**config.mk**
```make
export PLATFORM = sky130hd
export DESIGN_NAME = stereo_fifo_rd_arbiter
export DESIGN_NICKNAME = d
export VERILOG_FILES = /design/src/rtl/stereo_arb_pkg.sv /design/src/rtl/arb_skid_buf.sv /design/src/rtl/stereo_fifo_rd_arbiter.sv
export SDC_FILE = /design/constraint.sdc
export NUM_CORES = 1
export LEC_CHECK = 0
export ABC_AREA = 1
export ABC_CLOCK_PERIOD_IN_PS = 7300
export CORE_MARGIN = 2
export CORE_UTILIZATION = 55
export CTS_BUF_LIST = sky130_fd_sc_hd__clkbuf_4 sky130_fd_sc_hd__clkbuf_8
export CTS_CLUSTER_DIAMETER = 120
export DETAILED_ROUTE_END_ITERATION = 8
export MAX_ROUTING_LAYER = met4
export PLACE_DENSITY = 0.85
export SYNTH_ARGS = -nofsm -noshare
export SYNTH_HDL_FRONTEND = slang
export SYNTH_HIERARCHICAL = 1
export SYNTH_SLANG_ARGS = --single-unit
```
**constraint.sdc**
```tcl
create_clock -name rd_clk -period 7.3 [get_ports rd_clk]
set_input_delay 0.73 -clock rd_clk [delete_from_list [all_inputs] [get_ports rd_clk]]
set_output_delay 0.73 -clock rd_clk [all_outputs]
set_load 0.005 [all_outputs]
```
**src/rtl/stereo_arb_pkg.sv**
```systemverilog
// Shared encodings for the stereo FIFO read arbiter: source tag, FSM states and a
// constant-foldable clog2 used to size counters.
package stereo_arb_pkg;

    typedef enum logic {
        SRC_LEFT  = 1'b0,
        SRC_RIGHT = 1'b1
    } src_e;

    typedef enum logic [1:0] {
        ST_IDLE  = 2'd0,
        ST_BURST = 2'd1,
        ST_DRAIN = 2'd2
    } state_e;

    function automatic int clog2(input int value);
        int res;
        res = 0;
        while ((1 << res) < value) begin
            res = res + 1;
        end
        return res;
    endfunction

endpackage

```
**src/rtl/arb_skid_buf.sv**
```systemverilog
// Small shift-style FIFO holding {last,src,data}; entry 0 is always the head, so the
// pop-side outputs come straight from flops and hold still while the consumer stalls.
module arb_skid_buf
    import stereo_arb_pkg::*;
#(
    parameter int WIDTH = 26,
    parameter int DEPTH = 2,
    parameter int OW    = clog2(DEPTH + 1)
) (
    input  logic             clk,
    input  logic             rst,
    input  logic             push,
    input  logic [WIDTH-1:0] push_data,
    output logic             pop_valid,
    input  logic             pop_ready,
    output logic [WIDTH-1:0] pop_data,
    output logic [OW-1:0]    occupancy
);

    logic [WIDTH-1:0] mem_q [DEPTH];
    logic [WIDTH-1:0] mem_d [DEPTH];
    logic [OW-1:0]    cnt_q;
    logic [OW-1:0]    cnt_d;
    logic [OW-1:0]    base_s;
    logic             pop_s;

    // Next-state: shift out the head on pop, then append the pushed word behind the survivors.
    always_comb begin
        mem_d  = mem_q;
        pop_s  = (cnt_q != {OW{1'b0}}) && pop_ready;
        base_s = pop_s ? (cnt_q - OW'(1'b1)) : cnt_q;
        if (pop_s) begin
            for (int i = 0; i < DEPTH - 1; i++) begin
                mem_d[i] = mem_q[i+1];
            end
        end else begin
            mem_d = mem_q;
        end
        if (push) begin
            for (int i = 0; i < DEPTH; i++) begin
                if (OW'(i) == base_s) begin
                    mem_d[i] = push_data;
                end else begin
                    mem_d[i] = mem_d[i];
                end
            end
            cnt_d = base_s + OW'(1'b1);
        end else begin
            cnt_d = base_s;
        end
    end

    // Storage and occupancy registers.
    always_ff @(posedge clk) begin
        if (rst) begin
            cnt_q <= {OW{1'b0}};
            for (int i = 0; i < DEPTH; i++) begin
                mem_q[i] <= {WIDTH{1'b0}};
            end
        end else begin
            cnt_q <= cnt_d;
            mem_q <= mem_d;
        end
    end

    assign pop_valid = (cnt_q != {OW{1'b0}});
    assign pop_data  = mem_q[0];
    assign occupancy = cnt_q;

endmodule

```
**src/rtl/stereo_fifo_rd_arbiter.sv**
```systemverilog
// Round-robin burst arbiter merging the Left/Right FIFO read ports into one tagged stream.
// Optional per-source word and burst counters are enabled by STEREO_ARB_STATS_EN.
module stereo_fifo_rd_arbiter
    import stereo_arb_pkg::*;
#(
    parameter int DATA_WIDTH = 24,
    parameter int ADDR_WIDTH = 8,
    parameter int BURST_LEN  = 16,
    parameter int RD_LATENCY = 1
) (
    input  logic                  rd_clk,
    input  logic                  rd_rst,
    input  logic [DATA_WIDTH-1:0] l_rd_data,
    input  logic [ADDR_WIDTH:0]   l_rd_water_level,
    input  logic                  l_empty,
    output logic                  l_rd_en,
    input  logic [DATA_WIDTH-1:0] r_rd_data,
    input  logic [ADDR_WIDTH:0]   r_rd_water_level,
    input  logic                  r_empty,
    output logic                  r_rd_en,
    input  logic                  flush_req,
    output logic [DATA_WIDTH-1:0] out_data,
    output logic                  out_valid,
    input  logic                  out_ready,
    output logic                  out_src,
    output logic                  out_last,
    output logic                  busy
`ifdef STEREO_ARB_STATS_EN
    ,
    output logic [31:0]           l_word_cnt,
    output logic [31:0]           r_word_cnt,
    output logic [15:0]           burst_cnt
`endif
);

    localparam int CW    = clog2(BURST_LEN + 1);
    localparam int DEPTH = RD_LATENCY + 1;
    localparam int OW    = clog2(DEPTH + 1);
    localparam int LW    = ADDR_WIDTH + 1;
    localparam logic [LW-1:0] FULL_LVL = LW'(BURST_LEN);
    localparam logic [CW-1:0] LEN_FULL = CW'(BURST_LEN);
    localparam logic [CW:0]   CAP      = (CW + 1)'(DEPTH);

    state_e                state_q, state_d;
    src_e                  src_q, src_d, rr_q, rr_d, grant_s;
    logic [CW-1:0]         len_q, len_d, issued_q, issued_d, inflight_q, inflight_d;
    logic [RD_LATENCY-1:0] vld_pipe_q, vld_pipe_d, last_pipe_q, last_pipe_d;
    logic                  l_elig_s, r_elig_s, rd_s, arrive_s, pop_s, sel_empty_s, head_valid_s;
    logic [LW-1:0]         lvl_s;
    logic [CW:0]           load_s;
    logic [OW-1:0]         occ_s;
    logic [DATA_WIDTH+1:0] push_word_s, head_s;

    // Eligibility, grant choice and issue permission.
    always_comb begin
        l_elig_s    = (l_rd_water_level >= FULL_LVL) || (flush_req && (l_rd_water_level != {LW{1'b0}}));
        r_elig_s    = (r_rd_water_level >= FULL_LVL) || (flush_req && (r_rd_water_level != {LW{1'b0}}));
        grant_s     = (l_elig_s && r_elig_s) ? rr_q : (r_elig_s ? SRC_RIGHT : SRC_LEFT);
        lvl_s       = (grant_s == SRC_RIGHT) ? r_rd_water_level : l_rd_water_level;
        sel_empty_s = (src_q == SRC_RIGHT) ? r_empty : l_empty;
        pop_s       = head_valid_s && out_ready;
        // A word leaving the skid this cycle frees its slot, which keeps 1 word/clk sustainable.
        load_s      = (CW + 1)'(occ_s) + (CW + 1)'(inflight_q) - (CW + 1)'(pop_s);
        rd_s        = (state_q == ST_BURST) && (issued_q < len_q) && (load_s < CAP) && !sel_empty_s;
    end

    // FSM and burst counters next-state.
    always_comb begin
        state_d  = state_q;
        src_d    = src_q;
        rr_d     = rr_q;
        len_d    = len_q;
        issued_d = issued_q;
        case (state_q)
            ST_IDLE: begin
                if (l_elig_s || r_elig_s) begin
                    src_d    = grant_s;
                    rr_d     = (grant_s == SRC_LEFT) ? SRC_RIGHT : SRC_LEFT;
                    len_d    = (lvl_s >= FULL_LVL) ? LEN_FULL : CW'(lvl_s);
                    issued_d = {CW{1'b0}};
                    state_d  = ST_BURST;
                end else begin
                    state_d  = ST_IDLE;
                end
            end
            ST_BURST: begin
                if (rd_s) begin
                    issued_d = issued_q + CW'(1'b1);
                    state_d  = (issued_d == len_q) ? ST_DRAIN : ST_BURST;
                end else begin
                    state_d  = ST_BURST;
                end
            end
            ST_DRAIN: begin
                if ((inflight_q == {CW{1'b0}}) && (occ_s == {OW{1'b0}})) begin
                    state_d = ST_IDLE;
                end else begin
                    state_d = ST_DRAIN;
                end
            end
            default: state_d = ST_IDLE;
        endcase
    end

    // Read-latency tracking: valid/last tags travel alongside the FIFO's read pipeline.
    always_comb begin
        vld_pipe_d     = vld_pipe_q;
        last_pipe_d    = last_pipe_q;
        vld_pipe_d[0]  = rd_s;
        last_pipe_d[0] = rd_s && (issued_q == (len_q - CW'(1'b1)));
        for (int i = 1; i < RD_LATENCY; i++) begin
            vld_pipe_d[i]  = vld_pipe_q[i-1];
            last_pipe_d[i] = last_pipe_q[i-1];
        end
        arrive_s    = vld_pipe_q[RD_LATENCY-1];
        inflight_d  = inflight_q + CW'(rd_s) - CW'(arrive_s);
        // src_q cannot change while words are in flight: DRAIN waits for them.
        push_word_s = {last_pipe_q[RD_LATENCY-1], src_q, (src_q == SRC_RIGHT) ? r_rd_data : l_rd_data};
    end

    // Control registers.
    always_ff @(posedge rd_clk) begin
        if (rd_rst) begin
            state_q     <= ST_IDLE;
            src_q       <= SRC_LEFT;
            rr_q        <= SRC_LEFT;
            len_q       <= {CW{1'b0}};
            issued_q    <= {CW{1'b0}};
            inflight_q  <= {CW{1'b0}};
            vld_pipe_q  <= {RD_LATENCY{1'b0}};
            last_pipe_q <= {RD_LATENCY{1'b0}};
        end else begin
            state_q     <= state_d;
            src_q       <= src_d;
            rr_q        <= rr_d;
            len_q       <= len_d;
            issued_q    <= issued_d;
            inflight_q  <= inflight_d;
            vld_pipe_q  <= vld_pipe_d;
            last_pipe_q <= last_pipe_d;
        end
    end

    arb_skid_buf #(
        .WIDTH (DATA_WIDTH + 2),
        .DEPTH (DEPTH),
        .OW    (OW)
    ) u_skid (
        .clk       (rd_clk),
        .rst       (rd_rst),
        .push      (arrive_s),
        .push_data (push_word_s),
        .pop_valid (head_valid_s),
        .pop_ready (out_ready),
        .pop_data  (head_s),
        .occupancy (occ_s)
    );

    assign l_rd_en   = rd_s && (src_q == SRC_LEFT);
    assign r_rd_en   = rd_s && (src_q == SRC_RIGHT);
    assign out_data  = head_s[DATA_WIDTH-1:0];
    assign out_src   = head_s[DATA_WIDTH];
    assign out_last  = head_s[DATA_WIDTH+1];
    assign out_valid = head_valid_s;
    assign busy      = (state_q != ST_IDLE) || (occ_s != {OW{1'b0}}) || (inflight_q != {CW{1'b0}});

`ifdef STEREO_ARB_STATS_EN
    logic [31:0] l_word_cnt_q, l_word_cnt_d, r_word_cnt_q, r_word_cnt_d;
    logic [15:0] burst_cnt_q, burst_cnt_d;

    // Accepted-word and accepted-burst statistics, free-running modulo width.
    always_comb begin
        l_word_cnt_d = (pop_s && !out_src) ? l_word_cnt_q + 32'd1 : l_word_cnt_q;
        r_word_cnt_d = (pop_s && out_src)  ? r_word_cnt_q + 32'd1 : r_word_cnt_q;
        burst_cnt_d  = (pop_s && out_last) ? burst_cnt_q + 16'd1  : burst_cnt_q;
    end

    // Statistics registers.
    always_ff @(posedge rd_clk) begin
        if (rd_rst) begin
            l_word_cnt_q <= 32'd0;
            r_word_cnt_q <= 32'd0;
            burst_cnt_q  <= 16'd0;
        end else begin
            l_word_cnt_q <= l_word_cnt_d;
            r_word_cnt_q <= r_word_cnt_d;
            burst_cnt_q  <= burst_cnt_d;
        end
    end

    assign l_word_cnt = l_word_cnt_q;
    assign r_word_cnt = r_word_cnt_q;
    assign burst_cnt  = burst_cnt_q;
`endif

endmodule
```
Word level (Yosys, flattened, before mapping)
Index checks and enable logic that the tools add are counted.
Widths: inputs -> output; s select.
{ "classes": {"n_addsub": 8, "n_lt_le_gt_ge": 5, "n_eq_ne": 7, "muxes": 21, "n_bitwise": 1, "n_reduce_logical": 30} }
{ "ops": {"columns": ["op", "count"], "rows": [
  ["$mux 26", 3],
  ["$mux 52", 1],
  ["$ge 9x5->1 const B", 3],
  ["$mux 24", 1],
  ["$reduce_bool 9->1", 2],
  ["$mux 5", 3],
  ["$logic_and 1x1->1", 11],
  ["$eq 5x5->1", 2],
  ["$mux 2", 5],
  ["$pmux 5 s2", 1],
  ["$mux 9", 1],
  ["$add 2x5->6", 1],
  ["$logic_not 2->1", 3],
  ["$lt 6x2->1 const B", 1],
  ["$pmux 2 s3", 1],
  ["$reduce_bool 2->1", 3],
  ["$sub 6x1->6", 1],
  ["$add 5x1->5", 1],
  ["$add 5x1->5 const B", 1],
  ["$logic_not 5->1", 1],
  ["$logic_or 1x1->1", 5],
  ["$lt 5x5->1", 1],
  ["$mux 1", 5],
  ["$reduce_bool 5->1", 1],
  ["12 further kinds", 14]
]} }
{ "word_totals": {"reg_bits": 75, "in_bits": 72} }

Longest topological paths before layout
Gate-level depths: netlist of the first run.
{ "logic_depth": {"ltp_word": 8, "depth_mapped": 26, "depth_no_buf": 25} }

Cells and area by module
The synthesis of the first run kept the hierarchy.
{ "modules_own_cells": {"columns": ["module", "n_inst", "cells_per_inst", "area_per_inst_um2"], "rows": [
  ["arb_skid_buf", 1, 365, 2717.6],
  ["stereo_fifo_rd_arbiter", 1, 349, 2093.3]
]} }

Least setup slack after synthesis of the first run
OpenSTA, ideal clock, no wires.
{ "synth_timing": {"path_kind": "input port to flip-flop", "from": "input out_ready", "to": "register inflight_q[4]", "setup_time_ns": 0.140, "arrival_ns": 3.549, "setup_slack_ns": 3.612, "stages": 23, "path_buffers": 1, "path_cell_list": "nand2_1 > inv_1 > ha_1 > inv_1 > nand2_1 > fa_1 > inv_1 > nor2_1 > nand2_1 > nor2_1 > nand4_1 > nor2_2 > nand2_2 > buf_6 > ha_1 > inv_1 > ha_1 > fa_1 > nand2_1 > inv_1 > nor2_1 > o21a_1 > a21oi_1"} }
{ "synth_via": {"elab_chain_cells": 7} }
{ "synth_rtl": {"columns": ["element", "line", "source"], "rows": [
  ["start, declared", "stereo_fifo_rd_arbiter.sv:24", "input logic out_ready,"],
  ["$logic_and 1x1->1", "stereo_fifo_rd_arbiter.sv:61", "pop_s = head_valid_s && out_ready;"],
  ["$sub 6x1->6", "stereo_fifo_rd_arbiter.sv:63", "load_s = (CW + 1)'(occ_s) + (CW + 1)'(inflight_q) - (CW + 1)'(pop_s);"],
  ["$lt 6x2->1", "stereo_fifo_rd_arbiter.sv:64", "rd_s = (state_q == ST_BURST) && (issued_q < len_q) && (load_s < CAP) && !sel_empty_s;"],
  ["$logic_and 1x1->1 (2 in a row)", "stereo_fifo_rd_arbiter.sv:64", null],
  ["$add 5x1->5", "stereo_fifo_rd_arbiter.sv:116", "inflight_d = inflight_q + CW'(rd_s) - CW'(arrive_s);"],
  ["$sub 5x1->5", "stereo_fifo_rd_arbiter.sv:116", null],
  ["end signal, assigned", "stereo_fifo_rd_arbiter.sv:129", "inflight_q <= {CW{1'b0}};"],
  ["end signal, assigned", "stereo_fifo_rd_arbiter.sv:138", "inflight_q <= inflight_d;"],
  ["end, declared", "stereo_fifo_rd_arbiter.sv:46", "logic [CW-1:0] len_q, len_d, issued_q, issued_d, inflight_q, inflight_d;"]
]} }
No other way between the ends.
A chain may end at the register's enable or synchronous reset.

Final worst setup path of the first run
{ "layout_timing": {"from": "input out_ready", "to": "output r_rd_en"} }
{ "layout_via": {"elab_chain_cells": 6} }
{ "layout_rtl": {"columns": ["element", "line", "source"], "rows": [
  ["$logic_and 1x1->1", "stereo_fifo_rd_arbiter.sv:61", null],
  ["$sub 6x1->6", "stereo_fifo_rd_arbiter.sv:63", null],
  ["$lt 6x2->1", "stereo_fifo_rd_arbiter.sv:64", null],
  ["$logic_and 1x1->1 (2 in a row)", "stereo_fifo_rd_arbiter.sv:64", null],
  ["$logic_and 1x1->1", "stereo_fifo_rd_arbiter.sv:160", "assign r_rd_en = rd_s && (src_q == SRC_RIGHT);"],
  ["end, declared", "stereo_fifo_rd_arbiter.sv:20", "output logic r_rd_en,"]
]} }
No other way between the ends.

==> impl_metrics.json, run 1 <==
{
  "outcome": "finished, final reports clean",
  "crit_path_cell_trace": "clkdlybuf4s50_1 > nand2_1 > inv_1 > ha_1 > inv_1 > nand2_1 > fa_1 > inv_1 > nor2_1 > nand2_1 > nor2_1 > nand4_1 > nor2_2 > nand2_2 > nor2_1 > clkdlybuf4s50_1",
  "remaining_drc_errors": 0,
  "rsz0062_at_grt": "false",
  "cts_setup_buffers": 0,
  "grt-ovfl-total": 0,
  "skew_ps": 17.4,
  "grt_max_degree": 52,
  "cts-buffers-inserted": 9,
  "crit_path_max_fanout": 13,
  "period_share_pct": 60.8,
  "antennaDiodeCount": 0,
  "root_buffer": "clkbuf_8",
  "grt_pass1_vias": 4622,
  "rr_worst_depth": 25,
  "setup.worst_path.start_class": "input port",
  "htree_levels": 3,
  "grt_pass1_wl_mm": 19.8,
  "synth_fa_ha_area_share_pct": 6.29,
  "core_um2": 8590,
  "critPathLaunch": "out_ready",
  "drtPass1Iterations": 5,
  "post_cts_resized": 0,
  "peakVddDrop_uv": 113,
  "synth_cells": 714,
  "drt_iter0_markers": 231,
  "hold_depth": 2,
  "critical_path.endpoint": "r_rd_en",
  "crit_required_ps": 6570,
  "syn-num-nets": 809,
  "synth_top_family_by_area": "simple AND/OR/NAND/NOR gates",
  "via_per_inst": 5.13,
  "synth_top_area_share_pct": 31.2,
  "ys_types": 39,
  "fmax_mhz": 225,
  "ios": 102,
  "slew_headroom_pct": 30.9,
  "drive_gt1_share_pct": 10.4,
  "die_area_um2": 9510,
  "fin_setup_tns_ps": 0,
  "syn_area_um2": 4810,
  "r2r_end": "inflight_q[4]$_SDFF_PP0_",
  "cp_slowest_cell": "clkdlybuf4s50_1",
  "clock_sinks": 75,
  "hp-start": "u_skid/mem_q[25]$_SDFFE_PP0P_",
  "synth_area_leaders": "dfxtp_1, nand2_1, inv_1",
  "die_y_um": 97.5,
  "port_buffers": 101,
  "avgRoutedWirePerCell_um": 12.8,
  "layout_commonest_cell": "nand2_1",
  "final_cell_mix": "nand2_1, inv_1, clkdlybuf4s50_1, dfxtp_1, nand3_1",
  "area_growth_pct": 20.7,
  "multi_input_area_um2": 2500,
  "clk_pin_slew_worst_paths_ps": 80,
  "syn_avg_cell_area_um2": 6.74,
  "synth-xor-area-share_pct": 0.728,
  "path_class": "in -> out",
  "hold_path_class": "reg -> reg",
  "cap_violations": 0,
  "rr_startpoint": "u_skid/occupancy[0]$_SDFF_PP0_",
  "hold_ws_ps": 492,
  "endpoint_kind": "output port",
  "hpwlAfterDp_mm": 8.01,
  "cts_buffer_depth": 2,
  "synth-seq-cells": 75,
  "r2r_slack_ps": 3140,
  "vias": 4550,
  "start_util_pct": 56.0,
  "antenna_found_initial": 0,
  "final_nets": 869,
  "holdBufCountCts": 0,
  "leakagePower_nw": 2.85,
  "yosysSeqAreaShare_pct": 31.2,
  "finalHoldViolations": 0,
  "min_period_ps": 4440,
  "fill_cells": 716,
  "yosysTopAreaCell": "dfxtp_1",
  "postLayoutCoreUtil_pct": 67.5,
  "grt_usage_pct": 25.2,
  "synth.area.mux_share_pct": 0,
  "die_w_um": 97.5,
  "tritoncts": "done",
  "slowest_delay_ps": 560,
  "finalMaxSlewViolations": 0,
  "arrival_ps": 3710,
  "p_per_area_nw_per_um2": 243,
  "regArea_um2": 1500,
  "yosysWarnings": 6,
  "worst_pin_slew_ps": 1040,
  "globalplace.congestion": 0.920,
  "fp-row-count": 34,
  "synthSimpleGateAreaFrac_pct": 29.8,
  "clk_latency_ps": 350,
  "drt_wl_total_mm": 11.4,
  "setup_viol": 0,
  "drtAntennaViolNets": 0,
  "synth_compound_area_share_pct": 15.2
}
[power breakdown]
part,internal [mW],total (mW),switching (mW)
Clock,0.232,0.390,0.159
Sequential,0.451,0.483,0.0318
Combinational,0.228,0.538,0.311
[cell usage after synthesis, drive strengths merged]
cell type,number
a21o,1
a21oi,75
buf,47
clkbuf,6
clkinv,1
dfxtp,75
fa,2
ha,21
inv,107
nand2,228
nand3,55
nand3b,2
nand4,3
nor2,43
nor3b,1
nor4,1
o21a,1
o21ai,37
o22ai,1
or2,3
xnor2,2
xor2,2
[worst max-delay path, delay by kind of cell]
| kind | cells | cell delay, ps |
|---|---|---|
| buf+inv | 5 | 1250 |
| simple gates | 9 | 1000 |
| fa+ha+maj | 2 | 710 |
[metal layers]
metal / track usage, % / vias up / routed length [um]
li1: - / 2325 / -
met1: 28.0 / 2074 / 4870
met2: 46.0 / 129 / 5690
met3: 4.03 / 22 / 589
met4: 8.33 / 0 / 229
met5: - / - / 0
[cell type report]
class,count,share of cell area [%]
clock buffers,10,2.26
clock inverters,6,1.96
inverters,108,7.03
multi-input cells,478,43.1
flip-flops and latches,75,25.9
well taps,108,2.33
repair buffers,102,17.5
[registers in the layout, summed over array words and instances, names as in the netlist]
name              cells
u_skid/pop_data      26
state_q               2
u_skid/occupancy      2
arrive_s              1
u_skid/mem_q         26
rr_q                  1
src_q                 1
last_pipe_q           1
issued_q              5
len_q                 5
inflight_q            5
[worst min-delay path by stage]
stage | endpoint | slack [ps]
floorplan | u_skid/mem_q[25]$_SDFFE_PP0P_ | 460
global placement | u_skid/mem_q[25]$_SDFFE_PP0P_ | 470
detailed placement | u_skid/mem_q[25]$_SDFFE_PP0P_ | 480
CTS | u_skid/mem_q[25]$_SDFFE_PP0P_ | 490
global route | u_skid/mem_q[25]$_SDFFE_PP0P_ | 520
finish | u_skid/mem_q[25]$_SDFFE_PP0P_ | 490
[stage by stage]
| step | power (mW) | cell area (um^2) | std cells | worst slack (ps) |
|---|---|---|---|---|
| 2_1_floorplan | 0.887 | 4810 | 714 | 3610 |
| 3_5_place_dp | 1.02 | 5560 | 871 | 2700 |
| 6_report | 1.41 | 5800 | 887 | 2860 |
| 5_1_grt | 1.51 | 5800 | 887 | 2560 |
| 4_1_cts | 1.41 | 5800 | 887 | 2860 |
| 3_3_place_gp | 0.996 | 5560 | 871 | 2860 |
[logic make-up after synthesis]
group,after synthesis
fa+ha+maj,23
xor+xnor,4
flops,75
buf+inv,161
compound gates,115
simple gates,336
No activity file was read; power rests on OpenSTA's default activity.
==> run 2, diff against run 1 <==
--- a/config.mk
+++ b/config.mk
@@ -6,14 +6,14 @@
 export NUM_CORES = 1
 export LEC_CHECK = 0
 export ABC_AREA = 1
-export ABC_CLOCK_PERIOD_IN_PS = 7300
+export ABC_CLOCK_PERIOD_IN_PS = 3800
 export CORE_MARGIN = 2
-export CORE_UTILIZATION = 55
+export CORE_UTILIZATION = 48
 export CTS_BUF_LIST = sky130_fd_sc_hd__clkbuf_4 sky130_fd_sc_hd__clkbuf_8
 export CTS_CLUSTER_DIAMETER = 120
 export DETAILED_ROUTE_END_ITERATION = 8
 export MAX_ROUTING_LAYER = met4
-export PLACE_DENSITY = 0.85
+export PLACE_DENSITY = 0.79
 export SYNTH_ARGS = -nofsm -noshare
 export SYNTH_HDL_FRONTEND = slang
 export SYNTH_HIERARCHICAL = 1
==> constraint.sdc (replaced) <==
create_clock -name rd_clk -period 3.8 [get_ports rd_clk]
set_input_delay 0.38 -clock rd_clk [delete_from_list [all_inputs] [get_ports rd_clk]]
set_output_delay 0.38 -clock rd_clk [all_outputs]
set_load 0.005 [all_outputs]
==> run 2 against run 1 <==
Effect of this change: wire length is 1.5% higher; setup slack worse by 2600 ps; global-route usage is 2.8 points lower; via count is 0.55% higher; clock skew is 7.1 ps lower; final cell count is 3.8% higher; highest routed layer unchanged; worst hold slack worse by 73 ps; register-to-register slack worse by 2900 ps; sequential power is 93% higher; critical path depth is 9 higher; clock power is 110% higher; first-iteration DRC count is 3.5% higher.
==> impl_metrics.json, run 2 (synthesis gave the netlist of run 1 again) <==
{
  "outcome": "finished, final reports clean",
  "start_util_pct": 49.4,
  "remaining_drc_errors": 0,
  "place_ws_ps": -34.6,
  "hold_path_class": "in -> reg",
  "layout_commonest_cell": "nand2_1",
  "clk_latency_ps": 360,
  "die_area_um2": 10800,
  "die_y_um": 104,
  "finalHoldViolations": 0,
  "grt_usage_pct": 22.4,
  "fmax_mhz": 280,
  "port_buffers": 101,
  "period_share_pct": 94.1,
  "path_class": "reg -> reg",
  "area_growth_pct": 24.1,
  "rsz0062_at_grt": "true",
  "crit_required_ps": 4040,
  "p_per_area_nw_per_um2": 477,
  "clock_sinks": 75,
  "globalplace.congestion": 0.832,
  "dp_cells": 903,
  "worst_pin_slew_ps": 700,
  "antennaDiodeCount": 0,
  "leakagePower_nw": 2.95,
  "cap_violations": 0,
  "htree_levels": 3,
  "drt_iter0_markers": 239,
  "tritoncts": "done",
  "grt_pass1_wl_mm": 19.8,
  "drtAntennaViolNets": 0,
  "holdBufCountCts": 0,
  "root_buffer": "clkbuf_8",
  "skew_ps": 10.3,
  "hpwlAfterDp_mm": 8.16,
  "min_period_ps": 3580,
  "finalMaxSlewViolations": 0,
  "fp-row-count": 36,
  "fin_cells": 921,
  "hold_ws_ps": 419,
  "grt_max_degree": 30,
  "slew_headroom_pct": 53.3,
  "fill_cells": 892,
  "layout_setup_ws_ps": 224,
  "postLayoutCoreUtil_pct": 61.4,
  "setup_viol": 0,
  "antenna_found_initial": 0,
  "core_um2": 9730,
  "drt_wl_total_mm": 11.5,
  "vias": 4575,
  "grt_pass1_vias": 4487,
  "ios": 102,
  "crit_path_max_fanout": 5,
  "endpoint_kind": "flip-flop",
  "peakVddDrop_uv": 216,
  "die_w_um": 104,
  "drive_gt1_share_pct": 12.4,
  "arrival_ps": 3820,
  "setup.worst_path.start_class": "flip-flop",
  "final_nets": 878,
  "cts_buffer_depth": 2,
  "clk_pin_slew_worst_paths_ps": 80,
  "final_cell_mix": "nand2_1, inv_1, clkdlybuf4s50_1, dfxtp_1, nand3_1",
  "via_per_inst": 4.97,
  "cts-buffers-inserted": 9,
  "grt-ovfl-total": 0,
  "avgRoutedWirePerCell_um": 12.5,
  "drtPass1Iterations": 5
}
run 2: worst paths after layout:
check / slack (ps) / startpoint / end / cells past startpoint
max: 220 / u_skid/occupancy[0]$_SDFF_PP0_ / inflight_q[4]$_SDFF_PP0_ / 25
min: 420 / rd_rst / len_q[2]$_SDFFE_PP0P_ / 2
max reg2reg: 220 / u_skid/occupancy[0]$_SDFF_PP0_ / inflight_q[4]$_SDFF_PP0_ / 25
min reg2reg: 490 / u_skid/mem_q[25]$_SDFFE_PP0P_ / u_skid/mem_q[25]$_SDFFE_PP0P_ / 2
run 2: final cells by class:
| cell class | instances | area (um^2) | area share, % |
|---|---|---|---|
| Sequential cell | 75 | 1500 | 25.2 |
| Multi-Input combinational cell | 478 | 2520 | 42.2 |
| Timing Repair Buffer | 111 | 1100 | 18.5 |
| Clock buffer | 9 | 124 | 2.07 |
| Inverter | 108 | 410 | 6.87 |
| Tap cell | 133 | 166 | 2.79 |
| Clock inverter | 7 | 146 | 2.45 |
run 2: repair_timing:
action / 4_1_cts / 5_1_grt
gates resized for setup: 4 / 9
endpoints found under the hold margin: 0 / 0
endpoints found under the setup margin: 3 / 3
setup buffers: 0 / 2
pin swaps: 0 / 3
run 2: per-stage QoR:
step	TNS (ps)	power (mW)	area (um^2)
3_5_place_dp	-34.6	1.98	5660
4_1_cts	0	2.83	5940
3_3_place_gp	0	1.94	5660
6_report	0	2.85	5970
5_1_grt	-17.5	3.05	5970
2_1_floorplan	0	1.70	4810
run 2: critical path, stage by stage, from the launching register on:
cell,delay (ps)
dfxtp_2,340
inv_2,80
ha_4,150
inv_4,40
nand2_1,50
inv_1,40
ha_1,270
inv_2,70
nand2_1,60
fa_1,480
inv_1,40
nor2_1,80
nand2_1,60
nor2_1,90
nand4_1,110
nor2_2,170
nand2_2,80
ha_1,280
inv_1,40
ha_1,200
fa_2,340
nand2_1,80
inv_1,50
nor2_2,90
o21a_1,110
a21oi_1,60
run 2: metal layers:
metal | up-vias | track usage [%] | share of wire [%]
li1 | 2345 | - | -
met1 | 2090 | 25.5 | 44
met2 | 126 | 39.4 | 49
met3 | 14 | 4.20 | 5.3
met4 | 0 | 8.01 | 1.5
met5 | - | - | 0
run 2: power by group:
group	leakage, nW	switching, mW	internal [mW]
logic	2.20	0.609	0.477
registers	0.608	0.0666	0.868
clock network	0.134	0.323	0.508
total	2.95	0.998	1.85
